<file path="src/rtl/fcmp_pipe_if.sv">
// ============================================================================
// Module      : fcmp_pipe_if
// Description : Handshake bundle for the fcmp_pipe floating-point comparator.
//               Input side:  in_valid/in_ready, in_x1, in_x2, in_op, in_tag.
//               Output side: out_valid/out_ready, out_y, out_nan, out_tag,
//               and out_min when FCMP_MINMAX_EN is defined.
//               Modports: master (producer/consumer), slave (comparator).
// Revision    : 1.0 - initial release
// ============================================================================
`default_nettype none

interface fcmp_pipe_if #(
  parameter int EXP_W = 8,
  parameter int MAN_W = 23,
  parameter int TAG_W = 4
);
  localparam int W = 1 + EXP_W + MAN_W;

  logic             in_valid;
  logic             in_ready;
  logic [W-1:0]     in_x1;
  logic [W-1:0]     in_x2;
  logic [1:0]       in_op;
  logic [TAG_W-1:0] in_tag;

  logic             out_valid;
  logic             out_ready;
  logic             out_y;
  logic             out_nan;
  logic [TAG_W-1:0] out_tag;
`ifdef FCMP_MINMAX_EN
  logic [W-1:0]     out_min;
`endif

  modport master (
    output in_valid, in_x1, in_x2, in_op, in_tag, out_ready,
    input  in_ready, out_valid, out_y, out_nan, out_tag
`ifdef FCMP_MINMAX_EN
    , input out_min
`endif
  );

  modport slave (
    input  in_valid, in_x1, in_x2, in_op, in_tag, out_ready,
    output in_ready, out_valid, out_y, out_nan, out_tag
`ifdef FCMP_MINMAX_EN
    , output out_min
`endif
  );

endinterface

`default_nettype wire

</file>
<file path="src/rtl/fcmp_pipe.sv">
// ============================================================================
// Module      : fcmp_pipe
// Description : Two-stage pipelined IEEE-style floating-point comparator
//               with valid/ready flow control.
//               Ops: 00 EQ, 01 LT, 10 LE, 11 NE. NaN operands force EQ/LT/LE
//               to 0 and NE to 1; out_nan flags any NaN operand.
//               Ports: clk, rst (sync, active-high), bus (fcmp_pipe_if.slave).
//               Stage 1 registers operand classification, stage 2 registers
//               the final result.
//               Optional feature macro: FCMP_MINMAX_EN adds out_min.
// Revision    : 1.0 - initial release
// ============================================================================
`default_nettype none

module fcmp_pipe #(
  parameter int EXP_W = 8,
  parameter int MAN_W = 23,
  parameter int TAG_W = 4
) (
  input  logic        clk,
  input  logic        rst,
  fcmp_pipe_if.slave  bus
);

  localparam int W = 1 + EXP_W + MAN_W;

  localparam logic [1:0] OP_EQ = 2'b00;
  localparam logic [1:0] OP_LT = 2'b01;
  localparam logic [1:0] OP_LE = 2'b10;
  localparam logic [1:0] OP_NE = 2'b11;

  // --------------------------------------------------------------------------
  // Flow control
  // --------------------------------------------------------------------------
  logic w_s1_adv;
  logic w_s2_adv;
  logic r_s1_valid;
  logic r_out_valid;

  assign w_s2_adv     = ~r_out_valid | bus.out_ready;
  assign w_s1_adv     = ~r_s1_valid | w_s2_adv;
  assign bus.in_ready = w_s1_adv;

  // --------------------------------------------------------------------------
  // Front-end operand classification
  // --------------------------------------------------------------------------
  logic [W-2:0]     w_mag1;
  logic [W-2:0]     w_mag2;
  logic [EXP_W-1:0] w_exp1;
  logic [EXP_W-1:0] w_exp2;
  logic [MAN_W-1:0] w_man1;
  logic [MAN_W-1:0] w_man2;
  logic             w_nan1;
  logic             w_nan2;
  logic             w_both_zero_in;

  assign w_mag1 = bus.in_x1[W-2:0];
  assign w_mag2 = bus.in_x2[W-2:0];
  assign w_exp1 = w_mag1[W-2:MAN_W];
  assign w_exp2 = w_mag2[W-2:MAN_W];
  assign w_man1 = w_mag1[MAN_W-1:0];
  assign w_man2 = w_mag2[MAN_W-1:0];

  assign w_nan1 = (&w_exp1) & (|w_man1);
  assign w_nan2 = (&w_exp2) & (|w_man2);
  // Only the zero pair matters: a lone zero orders like any other magnitude.
  assign w_both_zero_in = ~(|w_mag1) & ~(|w_mag2);

  // --------------------------------------------------------------------------
  // Stage 1 registers
  // --------------------------------------------------------------------------
  logic             r_s1_sx1;
  logic             r_s1_sx2;
  logic             r_s1_nan1;
  logic             r_s1_nan2;
  logic             r_s1_both_zero;
  logic             r_s1_abs_lt;
  logic             r_s1_abs_eq;
  logic [1:0]       r_s1_op;
  logic [TAG_W-1:0] r_s1_tag;
`ifdef FCMP_MINMAX_EN
  logic [W-1:0]     r_s1_x1;
  logic [W-1:0]     r_s1_x2;
`endif

  always_ff @(posedge clk) begin
    if (rst) begin
      r_s1_valid <= 1'b0;
    end else if (w_s1_adv) begin
      r_s1_valid <= bus.in_valid;
      // Data registers only load on real transfers; a bubble leaves them as-is.
      if (bus.in_valid) begin
        r_s1_sx1       <= bus.in_x1[W-1];
        r_s1_sx2       <= bus.in_x2[W-1];
        r_s1_nan1      <= w_nan1;
        r_s1_nan2      <= w_nan2;
        r_s1_both_zero <= w_both_zero_in;
        r_s1_abs_lt    <= (w_mag1 < w_mag2);
        r_s1_abs_eq    <= (w_mag1 == w_mag2);
        r_s1_op        <= bus.in_op;
        r_s1_tag       <= bus.in_tag;
`ifdef FCMP_MINMAX_EN
        r_s1_x1        <= bus.in_x1;
        r_s1_x2        <= bus.in_x2;
`endif
      end
    end
  end

  // --------------------------------------------------------------------------
  // Stage 2 combinational result
  // --------------------------------------------------------------------------
  logic w_eq;
  logic w_lt;
  logic w_any_nan;
  logic w_y;

  always_comb begin
    w_any_nan = r_s1_nan1 | r_s1_nan2;
    w_eq = r_s1_both_zero | ((r_s1_sx1 == r_s1_sx2) & r_s1_abs_eq);
    // Negative beats positive; two negatives order by reversed magnitude.
    w_lt = ~r_s1_both_zero &
           (( r_s1_sx1 & ~r_s1_sx2) |
            (~r_s1_sx1 & ~r_s1_sx2 &  r_s1_abs_lt) |
            ( r_s1_sx1 &  r_s1_sx2 & ~r_s1_abs_lt & ~r_s1_abs_eq));
    w_y = 1'b0;
    case (r_s1_op)
      OP_EQ:   w_y = w_eq;
      OP_LT:   w_y = w_lt;
      OP_LE:   w_y = w_lt | w_eq;
      OP_NE:   w_y = ~w_eq;
      default: w_y = 1'b0;
    endcase
    // Unordered: only NE is true.
    if (w_any_nan) begin
      w_y = (r_s1_op == OP_NE);
    end
  end

`ifdef FCMP_MINMAX_EN
  logic [W-1:0] w_min;

  always_comb begin
    w_min = r_s1_x2;
    if (r_s1_nan1 & ~r_s1_nan2) begin
      w_min = r_s1_x2;
    end else if (r_s1_nan2) begin
      // Covers the lone-NaN-in-x2 case and the both-NaN case alike.
      w_min = r_s1_x1;
    end else if (w_lt | w_eq) begin
      w_min = r_s1_x1;
    end
  end
`endif

  // --------------------------------------------------------------------------
  // Stage 2 registers
  // --------------------------------------------------------------------------
  logic             r_out_y;
  logic             r_out_nan;
  logic [TAG_W-1:0] r_out_tag;
`ifdef FCMP_MINMAX_EN
  logic [W-1:0]     r_out_min;
`endif

  always_ff @(posedge clk) begin
    if (rst) begin
      r_out_valid <= 1'b0;
      r_out_y     <= 1'b0;
      r_out_nan   <= 1'b0;
      r_out_tag   <= '0;
`ifdef FCMP_MINMAX_EN
      r_out_min   <= '0;
`endif
    end else if (w_s2_adv) begin
      r_out_valid <= r_s1_valid;
      if (r_s1_valid) begin
        r_out_y   <= w_y;
        r_out_nan <= w_any_nan;
        r_out_tag <= r_s1_tag;
`ifdef FCMP_MINMAX_EN
        r_out_min <= w_min;
`endif
      end
    end
  end

  assign bus.out_valid = r_out_valid;
  assign bus.out_y     = r_out_y;
  assign bus.out_nan   = r_out_nan;
  assign bus.out_tag   = r_out_tag;
`ifdef FCMP_MINMAX_EN
  assign bus.out_min   = r_out_min;
`endif

endmodule

`default_nettype wire
</file>
<file path="src/flat_wrapper.sv">
// flat-port wrapper written by rule: the top's interface ports become plain ports
module fcmp_pipe_flat 
#(
  parameter int EXP_W = 8,
  parameter int MAN_W = 23,
  parameter int TAG_W = 4
)
  (clk, rst, bus_in_valid, bus_in_x1, bus_in_x2, bus_in_op, bus_in_tag, bus_out_ready, bus_in_ready, bus_out_valid, bus_out_y, bus_out_nan, bus_out_tag);
  fcmp_pipe_if #(.EXP_W(EXP_W), .MAN_W(MAN_W), .TAG_W(TAG_W)) bus_i ();
  input  logic clk;
  input  logic rst;
  input wire logic [$bits(bus_i.in_valid)-1:0] bus_in_valid;
  input wire logic [$bits(bus_i.in_x1)-1:0] bus_in_x1;
  input wire logic [$bits(bus_i.in_x2)-1:0] bus_in_x2;
  input wire logic [$bits(bus_i.in_op)-1:0] bus_in_op;
  input wire logic [$bits(bus_i.in_tag)-1:0] bus_in_tag;
  input wire logic [$bits(bus_i.out_ready)-1:0] bus_out_ready;
  output wire logic [$bits(bus_i.in_ready)-1:0] bus_in_ready;
  output wire logic [$bits(bus_i.out_valid)-1:0] bus_out_valid;
  output wire logic [$bits(bus_i.out_y)-1:0] bus_out_y;
  output wire logic [$bits(bus_i.out_nan)-1:0] bus_out_nan;
  output wire logic [$bits(bus_i.out_tag)-1:0] bus_out_tag;
  assign bus_i.in_valid = bus_in_valid;
  assign bus_i.in_x1 = bus_in_x1;
  assign bus_i.in_x2 = bus_in_x2;
  assign bus_i.in_op = bus_in_op;
  assign bus_i.in_tag = bus_in_tag;
  assign bus_i.out_ready = bus_out_ready;
  assign bus_in_ready = bus_i.in_ready;
  assign bus_out_valid = bus_i.out_valid;
  assign bus_out_y = bus_i.out_y;
  assign bus_out_nan = bus_i.out_nan;
  assign bus_out_tag = bus_i.out_tag;
  fcmp_pipe #(.EXP_W(EXP_W), .MAN_W(MAN_W), .TAG_W(TAG_W)) u_core (.clk(clk), .rst(rst), .bus(bus_i));
endmodule
</file>
<file path="config.mk">
export PLATFORM = sky130hd
export DESIGN_NAME = fcmp_pipe_flat
export DESIGN_NICKNAME = d
export VERILOG_FILES = /design/src/rtl/fcmp_pipe_if.sv /design/src/rtl/fcmp_pipe.sv /design/src/flat_wrapper.sv
export SDC_FILE = /design/constraint.sdc
export NUM_CORES = 1
export LEC_CHECK = 0
export CAP_MARGIN = 25
export CORE_MARGIN = 1
export CORE_UTILIZATION = 45
export DETAILED_ROUTE_END_ITERATION = 7
export PLACE_DENSITY = 0.87
export SLEW_MARGIN = 20
export SYNTH_ARGS = -nofsm -noshare
export SYNTH_HDL_FRONTEND = slang
export SYNTH_SLANG_ARGS = --single-unit
</file>
<file path="constraint.sdc">
create_clock -name clk -period 2.7 [get_ports clk]
set_clock_uncertainty 0.05 [all_clocks]
set_input_delay 0.27 -clock clk [delete_from_list [all_inputs] [get_ports clk]]
set_output_delay 0.27 -clock clk [all_outputs]
set_load 0.005 [all_outputs]
</file>
==> impl_metrics.toml, run 1 <==
[floorplan]
coreArea_um2 = 3720
rows = 22
die_w_um = 64.5
start_util_pct = 47.3
die_y_um = 64.5
pin_count = 82
die_area_um2 = 4160

[detailed_routing]
first_iter_violations = 68
routedWlPerCell_um = 12.9
vias = 1740
finalWirelength_mm = 4.29
drt_pass1_iterations = 4
routed_via_density = 5.23
drc = 0
postRouteAntennaNets = 0

[placed_design]
post-place-ws_ns = 0.368
placed_area_um2 = 2620
port_buffers = 81
place_hpwl_mm = 3.74
placedCellCount = 329
gp_congestion = 0.863

[grt]
overflow = 0
grt_pass1_wl_mm = 7.18
first_global_vias = 1719
antenna_found_initial = 0
grt_max_degree = 14
gr-usage-all-layers_pct = 22.0

[timing]
setup_viol = 0
post-route-min-period_ns = 2.08
timing.slew.headroom_pct = 62.1
finalSetupTns_ns = 0
final.period_utilization_pct = 77.0
hold_viol = 0
setup_ws_ns = 0.620
rsz0062_at_grt = "false"
maxSlewViolCount = 0
fmax_mhz = 481
worst_pin_slew_ns = 0.568

[worst_setup_path]
reg2regPathDepth = 6
cp.required_ns = 2.76
cp.arrival_ns = 2.14
critical_path_cell_count = 8
cp_cell_sequence = "clkdlybuf4s50_1 > inv_1 > ha_1 > a21o_1 > a221o_1 > a221oi_2 > o21ai_1 > a21oi_1"
crit_type = "input pin to flip-flop"
endpoint_kind = "flip-flop"
critPathBufInv = 2
crit_path_max_incr_delay_ns = 0.52
path_delay_family = "compound AO/OA/AOI/OAI gates"
crit_fanout = 3
crit_slowest_cell = "clkdlybuf4s50_1"
crit_path_start_kind = "input pin"

[layout]
final_common_cell = "clkdlybuf4s50_1"
area_delta_synth_final_pct = 51.6
n_fill_cell = 287
diodes = 0
drive_above_1_share_pct = 2.46
final_cell_mix = "clkdlybuf4s50_1 (81), inv_1 (37), ha_1 (34)"
nets = 394
fin_cells = 333
fin_area_um2 = 2670

[yosys]
syn-cell-area_um2 = 1760
ys_seq_area_share_pct = 31.3
yosys_register_bits = 21
synth_cell_type_count = 31
synth_nets = 310
postSynthCellCount = 202
yosys_warnings = 0
syn_area_per_cell_um2 = 8.70

[cts]
cts_buffer_depth = 2
htree_levels = 1
cts_resized = 0
cts_tree = "yes"
cts.clk_slew.worst_paths_ns = 0.07
numCtsBuffers = 3
clock-root-buffer = "clkbuf_8"
cts.sink_count = 21
postCtsSetupRepairBufs = 0
clk-insertion-delay-late_ns = 0.25
holdBufCountCts = 0

[power_and_ir_drop]
power.total_mw = 0.834
irDropWorstVdd_mv = 0.165
cellPowerDensity_nw_per_um2 = 313
p_leak_nw = 1.17

[job]
cap_violations = 0

[hold_path]
whs_path_depth = 2
worstHoldPathType = "flip-flop to flip-flop"

[outcome]
outcome = "completed"
[cell families (layout without fill, tap and decap cells)]
kind of cell	count (synthesis)	after routing	synth area share, %
compound gates	34	34	11.7
simple gates	68	68	20.9
buf+inv	39	122	8.40
mux	6	6	3.56
flops	21	21	31.3
fa+ha+maj	34	34	24.2
[path summary, 6_finish.rpt]
check	to	from	slack (ns)
worst min-delay path	u_core.bus.out_tag[3]	u_core.r_s1_tag[3]	0.43
worst max register to register	u_core.bus.out_y	u_core.r_s1_sx2	0.98
worst max-delay path	u_core.r_s1_abs_lt	bus_in_x2[24]	0.62
worst min register to register	u_core.bus.out_tag[3]	u_core.r_s1_tag[3]	0.43
[layout make-up]
type / instances / area (um2) / area share [%]
Sequential cell: 21 / 551 / 20.7
Tap cell: 48 / 60.1 / 2.25
Clock buffer: 4 / 45.0 / 1.69
Multi-Input combinational cell: 142 / 1060 / 39.8
Inverter: 37 / 139 / 5.21
Timing Repair Buffer: 81 / 811 / 30.4
[report_power, final]
| part | internal, mW | switching, mW | leakage [nW] |
|---|---|---|---|
| Sequential | 0.355 | 0.00669 | 0.194 |
| Clock | 0.105 | 0.0900 | 0.0228 |
| Combinational | 0.166 | 0.112 | 0.954 |
[worst reg2reg max path, delay by kind of cell, from the launching register on]
family                   cells  cell delay (ns)
AO/OA/AOI/OAI                2             0.46
multiplexers                 1             0.36
buffers and inverters        1             0.07
AND/OR/NAND/NOR              1             0.04
flip-flops                   1             0.37
adder cells (fa/ha/maj)      1             0.27
[cell usage after synthesis]
master | number | share of area [%]
dfxtp_1 | 8 | 9.1
nand2b_1 | 2 | 0.71
nand2_1 | 10 | 2.1
and3b_1 | 1 | 0.50
mux2_2 | 2 | 1.3
a211oi_1 | 1 | 0.43
nand3_1 | 2 | 0.57
and2_1 | 1 | 0.36
nor2b_1 | 3 | 1.1
a21oi_1 | 16 | 4.6
nor4_1 | 16 | 5.7
mux2i_1 | 4 | 2.3
edfxtp_1 | 13 | 22
a31oi_1 | 1 | 0.36
inv_1 | 37 | 7.9
and4_4 | 1 | 0.64
o21ai_1 | 1 | 0.28
a221oi_1 | 1 | 0.50
o211ai_1 | 1 | 0.43
buf_2 | 1 | 0.28
a211o_1 | 2 | 1.0
a21o_1 | 1 | 0.43
nand4_1 | 13 | 4.6
or4_1 | 1 | 0.43
a221o_1 | 1 | 0.57
a221oi_2 | 1 | 0.85
nor2_1 | 14 | 3.0
o21ai_0 | 8 | 2.3
clkbuf_1 | 1 | 0.21
nor3_1 | 4 | 1.1
ha_1 | 34 | 24
[metal layers]
metal	GRT usage [%]	share of wire (%)	vias up
li1	-	-	912
met1	25.2	45	768
met2	40.9	49	52
met3	4.40	4.2	8
met4	5.83	2.0	0
met5	0	0	-
[through the flow]
step / utilization, % / hold slack, ns
global route: 71.7 / 0.457
floorplan: - / 0.319
CTS: 71.7 / 0.429
finish: 71.7 / 0.427
detailed placement: 70.5 / 0.418
global placement: 70.5 / 0.408
(Power assumes the default switching activity.)
==> run 2: changes to the inputs <==
--- a/config.mk
+++ b/config.mk
@@ -7,9 +7,9 @@
 export LEC_CHECK = 0
 export CAP_MARGIN = 25
 export CORE_MARGIN = 1
-export CORE_UTILIZATION = 45
+export CORE_UTILIZATION = 42
 export DETAILED_ROUTE_END_ITERATION = 7
-export PLACE_DENSITY = 0.87
+export PLACE_DENSITY = 0.82
 export SLEW_MARGIN = 20
 export SYNTH_ARGS = -nofsm -noshare
 export SYNTH_HDL_FRONTEND = slang
==> constraint.sdc (replaced) <==
create_clock -name clk -period 2 [get_ports clk]
set_clock_uncertainty 0.05 [all_clocks]
set_input_delay 0.2 -clock clk [delete_from_list [all_inputs] [get_ports clk]]
set_output_delay 0.2 -clock clk [all_outputs]
set_load 0.005 [all_outputs]
==> run 2 against run 1 <==
Sequential share of layout area decreased by 1.4 points. Count of clock-buffer cells in the layout decreased by 1. Die area increased by 6.9%. Clock power increased by 38%. Setup slack got worse by 0.53 ns. Total power increased by 41%. Non-clock buffer count increased by 25. Utilization decreased by 0.088 points. Register-to-register slack got worse by 0.65 ns. Highest routed layer unchanged. Critical path depth unchanged. Global-route usage increased by 0.64 points. Largest power group unchanged. Worst hold slack got worse by 0.094 ns.
==> impl_metrics.toml, run 2 (synthesis gave the netlist of run 1 again) <==
[outcome]
outcome = "completed"

[layout]
drive_above_1_share_pct = 11.0
n_fill_cell = 334
nets = 419
diodes = 0
final_cell_mix = "clkdlybuf4s50_1 (80), inv_1 (37), ha_1 (34)"
final_common_cell = "clkdlybuf4s50_1"
area_delta_synth_final_pct = 63.0

[hold_path]
whs_path_depth = 3
worstHoldPathType = "input pin to flip-flop"
min_from = "bus_in_x2[24]"
holdPathEnd = "u_core.r_s1_nan2"

[detailed_routing]
wl_met2_mm = 2.55
drt_pass1_iterations = 4
routedWlPerCell_um = 13.1
postRouteAntennaNets = 0
first_iter_violations = 68
vias = 1859
drc = 0
routed_via_density = 5.16
met3WireLength_um = 201
highest_layer = "met4"
finalWirelength_mm = 4.73
wirelength_met1_mm = 1.91

[power_and_ir_drop]
power_frac_seq_pct = 41.4
p_leak_nw = 1.30
irDropWorstVdd_mv = 0.251
clock_power_share_pct = 22.8
comb_power_share_pct = 35.8
p_int_mw = 0.875
swShare_pct = 25.8
cellPowerDensity_nw_per_um2 = 412
p_switching_mw = 0.304
power.total_mw = 1.18

[grt]
gr-usage-all-layers_pct = 22.6
grt_max_degree = 14
first_global_vias = 1931
antenna_found_initial = 0
overflow = 0
grt_pass1_wl_mm = 7.76

[timing]
rsz0062_at_grt = "false"
post-route-min-period_ns = 1.91
whs_ns = 0.333
hold_viol = 0
fmax_mhz = 524
setup_viol = 0
maxSlewViolCount = 0
final.period_utilization_pct = 95.4
timing.slew.headroom_pct = 74.8
worst_pin_slew_ns = 0.378

[worst_setup_path]
crit_path_max_incr_delay_ns = 0.49
reg2regPathDepth = 6
endpoint_kind = "flip-flop"
cp.arrival_ns = 1.97
path_delay_family = "compound AO/OA/AOI/OAI gates"
cp_cell_sequence = "clkdlybuf4s50_1 > inv_1 > ha_1 > a211o_1 > a21oi_1 > o21ai_0 > a211o_1 > a21oi_1"
r2r-start = "u_core.r_s1_sx1"
r2r_slack_ns = 0.33
crit_slowest_cell = "clkdlybuf4s50_1"
crit_path_start_kind = "input pin"
cp.required_ns = 2.06
r2r-end = "u_core.bus.out_y"
crit_fanout = 3
critPathBufInv = 2
crit_type = "input pin to flip-flop"

[placed_design]
place_hpwl_mm = 4.12
gp_congestion = 0.892
port_buffers = 81

[floorplan]
die_y_um = 66.7
die_area_um2 = 4450
pin_count = 82
coreArea_um2 = 4000
start_util_pct = 43.9
die_w_um = 66.7
rows = 23

[cts]
holdBufCountCts = 0
cts.sink_count = 21
cts.clk_slew.worst_paths_ns = 0.07
clk-insertion-delay-late_ns = 0.26
clock-root-buffer = "clkbuf_8"
postCtsSetupRepairBufs = 0
htree_levels = 1
cts_tree = "yes"
numCtsBuffers = 3
cts_buffer_depth = 2

[job]
cap_violations = 0
run 2: cell types whose count changed in the layout (fill, tap and decap cells not counted), sizes merged:
cell,before,now
buf,0,25
clkbuf,4,3
clkdlybuf4s50,81,80
clkinv,0,1
dlymetal6s2s,0,1
run 2: power groups by stage:
stage / Sequential [mW] / Clock (mW) / Combinational [mW]
after floorplan: 0.496 / 0 / 0.155
after global placement: 0.497 / 0 / 0.405
after detailed placement: 0.497 / 0 / 0.419
after CTS: 0.488 / 0.273 / 0.422
after global routing: 0.490 / 0.293 / 0.466
final: 0.488 / 0.269 / 0.422
run 2: worst max path at each step:
| stage | start | end | cells past startpoint | slack, ns |
|---|---|---|---|---|
| 6_report | bus_in_x2[4] | u_core.r_s1_abs_lt | 8 | 0.09 |
| 5_1_grt | bus_in_x2[4] | u_core.r_s1_abs_lt | 8 | 0.006 |
| 4_1_cts | bus_in_x2[24] | u_core.r_s1_abs_lt | 8 | 0.04 |
| 3_5_place_dp | bus_in_x2[24] | u_core.r_s1_abs_lt | 8 | -0.22 |
| 3_3_place_gp | bus_in_x2[24] | u_core.r_s1_abs_lt | 8 | -0.18 |
| 2_1_floorplan | bus_in_x2[24] | u_core.r_s1_abs_lt | 7 | 0.40 |
run 2: worst min-delay path, cell delays in order:
cell	delay, ns
dlymetal6s2s_1	0.14
nand4_1	0.09
nor3_1	0.04
run 2: layout make-up:
class	count	area [um2]	share of cell area [%]
multi-input combinational	142	1070	37.2
timing repair buffer	106	1000	34.9
sequential	21	551	19.2
inverter	37	139	4.85
tap	50	62.6	2.18
clock buffer	3	41.3	1.44
clock inverter	1	5.00	0.175
run 2: timing repair:
action | 4_1_cts | 5_1_grt
resized for setup | 0 | 3
setup endpoints to repair | 0 | 1
hold endpoints to repair | 0 | 0
run 2: layer usage:
layer  vias up  GRT usage, %
li1        960             -
met1       839          25.7
met2        54          43.3
met3         6          3.08
met4         0          5.85
met5         -             0
run 2: per-stage QoR:
stage	cells	setup WS, ns	setup TNS, ns	area, um2	utilization, %
after floorplan	202	0.398	0	1760	-
after global placement	356	-0.181	-0.224	2810	70.3
after detailed placement	356	-0.221	-0.277	2810	70.3
after CTS	360	0.0413	0	2860	71.4
after global routing	360	0.00607	0	2870	71.6
final	360	0.0923	0	2870	71.6
==> run 3: changes to the inputs <==
--- a/config.mk
+++ b/config.mk
@@ -5,6 +5,7 @@
 export SDC_FILE = /design/constraint.sdc
 export NUM_CORES = 1
 export LEC_CHECK = 0
+export ABC_AREA = 0
 export CAP_MARGIN = 25
 export CORE_MARGIN = 1
 export CORE_UTILIZATION = 42
==> results of run 3 <==
Same layout as run 2: the final DEF is identical, and so are final timing and power.
